[config.mk]
export PLATFORM = sky130hd
export DESIGN_NAME = sram
export DESIGN_NICKNAME = d
export VERILOG_FILES = /design/src/rtl/sram.sv
export SDC_FILE = /design/constraint.sdc
export NUM_CORES = 1
export LEC_CHECK = 0
export BUFFER_PORTS_ARGS = -buffer_cell sky130_fd_sc_hd__buf_2
export CAP_MARGIN = 20
export CORE_MARGIN = 2
export CORE_UTILIZATION = 50
export DETAILED_ROUTE_END_ITERATION = 8
export GPL_TIMING_DRIVEN = 0
export PLACE_DENSITY = 0.63
export SKIP_LAST_GASP = 1
export SLEW_MARGIN = 25
export SYNTH_ARGS = -nofsm -noshare
export SYNTH_HDL_FRONTEND = slang
export SYNTH_SLANG_ARGS = --single-unit
export TNS_END_PERCENT = 10
[constraint.sdc]
create_clock -name clk -period 4.84 [get_ports clk]
set_clock_uncertainty 0.05 [all_clocks]
set_input_delay 0.968 -clock clk [delete_from_list [all_inputs] [get_ports clk]]
set_output_delay 0.968 -clock clk [all_outputs]
set_load 0.1 [all_outputs]
[src/rtl/sram.sv]
// Single-port synchronous SRAM with registered read data and a zero-fill
// sweep after reset; busy stays high until every word has been cleared.
module sram #(
  parameter  int DEPTH   = 16,
  parameter  int WIDTH   = 8,
  localparam int DEPTH_B = $clog2(DEPTH)
) (
  input  logic               clk,
  input  logic               rst,
  input  logic               cs,
  input  logic               we,
  input  logic [DEPTH_B-1:0] ad,
  input  logic [WIDTH-1:0]   wd,
  output logic [WIDTH-1:0]   rd,
  output logic               busy
);

  localparam logic [DEPTH_B:0]   DEPTH_L = (DEPTH_B+1)'(DEPTH);
  localparam logic [DEPTH_B-1:0] LAST    = DEPTH_B'(DEPTH-1);

  typedef struct packed {
    logic               en;
    logic [DEPTH_B-1:0] addr;
    logic [WIDTH-1:0]   data;
  } wr_t;

  logic [WIDTH-1:0]   mem [DEPTH];
  logic [DEPTH_B-1:0] swp;
  logic               in_rng;
  wr_t                wr;

  // Addresses at or above DEPTH only exist when DEPTH is not a power of two.
  assign in_rng = ({1'b0, ad} < DEPTH_L);

  // Single write port shared by the sweep and user writes; sweep has priority.
  always_comb begin
    wr = '0;
    if (!rst) begin
      if (busy) begin
        wr.en   = 1'b1;
        wr.addr = swp;
      end else if (cs && we && in_rng) begin
        wr.en   = 1'b1;
        wr.addr = ad;
        wr.data = wd;
      end
    end
  end

  always_ff @(posedge clk) begin
    if (wr.en) mem[wr.addr] <= wr.data;
  end

  always_ff @(posedge clk) begin
    if (rst) begin
      rd   <= '0;
      busy <= 1'b1;
      swp  <= '0;
    end else if (busy) begin
      rd <= '0;
      if (swp == LAST) busy <= 1'b0;
      else             swp  <= swp + DEPTH_B'(1);
    end else if (cs && !we) begin
      rd <= in_rng ? mem[ad] : '0;
    end
  end

endmodule

==> out/metrics.csv <==
metric,value,unit
crit_family,simple AND/OR/NAND/NOR gates,
first_global_vias,2896,
ys_ff_latch,141,
synthArstFlopShare,0,%
wl,11000,um
synth_area,0.00563,mm2
worstSetupEndpointType,flip-flop,
antenna_cells,0,
muxShareOfSynthArea,16.9,%
worst_pin_slew,1050,ps
synthFlopType,edfxtp_1,
fp.dieArea,0.0121,mm2
path_buf_inv,2,
cts-root-buf,clkbuf_16,
grt_max_degree,17,
antenna_found_initial,0,
clockBufferDepth,2,
final_nets,349,
finalWorstSetupSlack,1630,ps
gp_congestion,0.801,
postCtsHoldBufs,0,
synth_compound_area_share,2.53,%
tritoncts,built,
yosysSeqAreaShare,72.9,%
clk_latency,410,ps
required,4820,ps
cts_buffers,17,
most-common-layout-cells,"128 x edfxtp_1, 27 x buf_2, 21 x mux4_2",
crit_fanout,10,
synth_adder_area_share,0.222,%
fin_util,59.9,%
worstHoldPathType,flip-flop to flip-flop,
synth_top_family_by_area,multiplexers,
clk_pin_slew,60,ps
critical_path.startpoint_type,primary input,
cts.sink_count,141,
drc_errors,0,
max_cap_viol_count,0,
syn_inst,292,
io_buffers,21,
syn_avg_cell_area,19.3,um2
yosysUniqueCellTypes,31,
fin_crit,3210,ps
cts_setup_buffers,0,
cpMostUsedCell,nor2_1,
vdd_drop_max,0.293,mV
vias,2804,
ios,25,
grt_pass1_wl,16700,um
whs,436,ps
slowest_delay,810,ps
post_cts_resized,0,
die_w,110,um
drive_gt1_share,25.5,%
yosys_warnings,0,
tns,0,ps
fin_crit_sh,66.2,%
via_per_inst,5.78,
cp.arrival,3180,ps
whs_path_depth,2,
layout_commonest_cell,edfxtp_1,
p_leak,2.46,nW
place_ws,1200,ps
synth_xor_area_share,0.311,%
n_fill_cell,817,
ant_nets,0,
drt-initial-drc-count,199,
power.density,428,mW/mm2
initial_core_util,51.5,%
path_depth,6,
outcome,"complete, no violations",
slew_headroom,29.9,%
reg2reg_depth,6,
grt_usage,20.3,%
crit_type,primary input to flip-flop,
first_pass_iters,4,
cp_slowest_cell,nor2_1,
setup_viol,0,
area.growth.synth_to_final,16.2,%
ctsHtreeMaxLevel,4,
die_h,110,um
finalHoldViolCount,0,
rsz0062_at_grt,no,
synth_edf_count,128,
wl_per_cell,22.6,um
crit_chain,"buf_2, buf_1, mux2i_1, nor2_1, o21ai_0, nor2_1",
std_cell_rows,38,
synth-simple-area-share,5.64,%
slew_viol_final,0,
synth_fp_nets,309,
fmax,0.312,GHz
dp_hpwl,6840,um
core_area,0.0109,mm2
grt_overflow,0,
cell type report:
class,instances,area (um2),area share (%)
clock inverter,13,196,3.00
buffer,14,83.8,1.28
multi-input combinational,137,1450,22.1
timing repair buffer,21,105,1.61
sequential,141,4100,62.7
clock buffer,19,433,6.61
tap,140,175,2.68
cell usage after synthesis (2+ instances only):
cell      instances  area [um2]
edfxtp_1        128        3840
mux4_2           21         473
nor2_1           17        63.8
dfxtp_1          13         260
mux4_1           11         289
and2_1            9        56.3
mux2_2            9         101
mux2i_1           9        90.1
nand2_1           9        33.8
a21oi_1           8        40.0
a22oi_1           7        52.6
buf_2             6        30.0
nand2b_1          5        31.3
nor2b_1           5        31.3
o21ai_0           5        25.0
clkbuf_1          4        15.0
nor3_1            4        20.0
nand3_1           3        15.0
nand4b_1          3        26.3
o21ai_1           3        15.0
buf_1             2        7.51
xor2_1            2        17.5
flip-flops by register name (all words and copies together), names as in the netlist:
name  count
swp       4
rd        8
mem     128
busy      1
kinds of logic after synthesis:
family                     count (synthesis)
AOI/OAI and AO/OA                         24
xor gates and xnor gates                   2
adders and majority gates                  1
buffers and inverters                     14
DFF                                      141
muxes                                     50
and+or+nand+nor                           60
worst paths after layout:
path	from	end	slack, ps
setup / recovery	ad[3]	mem[9][3]	1630
setup reg to reg	busy	mem[9][3]	2040
hold reg to reg	rd[1]	rd[1]	440
hold / removal	rd[1]	rd[1]	440
worst reg2reg max path, stage by stage (launching register included):
cell,delay [ps]
dfxtp_1,360
clkbuf_1,330
buf_1,380
mux2i_1,170
nor2_1,120
o21ai_0,200
nor2_1,810
power breakdown:
part | internal [mW] | switching (mW) | leakage, nW
sequential | 1.32 | 0.00480 | 1.48
combinational | 0.0414 | 0.0486 | 0.678
clock | 0.908 | 0.473 | 0.303
total | 2.27 | 0.527 | 2.46
through the flow:
step / power [mW] / instances / cell area [um2]
after floorplan: 1.42 / 292 / 5630
after global placement: 1.44 / 453 / 5910
after detailed placement: 1.45 / 453 / 5910
after CTS: 2.82 / 485 / 6540
after global routing: 2.88 / 485 / 6550
final: 2.80 / 485 / 6550
layer usage:
layer | track usage [%] | share of wire, % | up-vias
met3 | 6.35 | 6.2 | 9
met4 | 7.32 | 1.1 | 0
met2 | 30.1 | 47 | 85
li1 | - | - | 1267
met1 | 28.7 | 46 | 1443
met5 | 0 | 0 | -
Power figures use the tool's default switching activity.
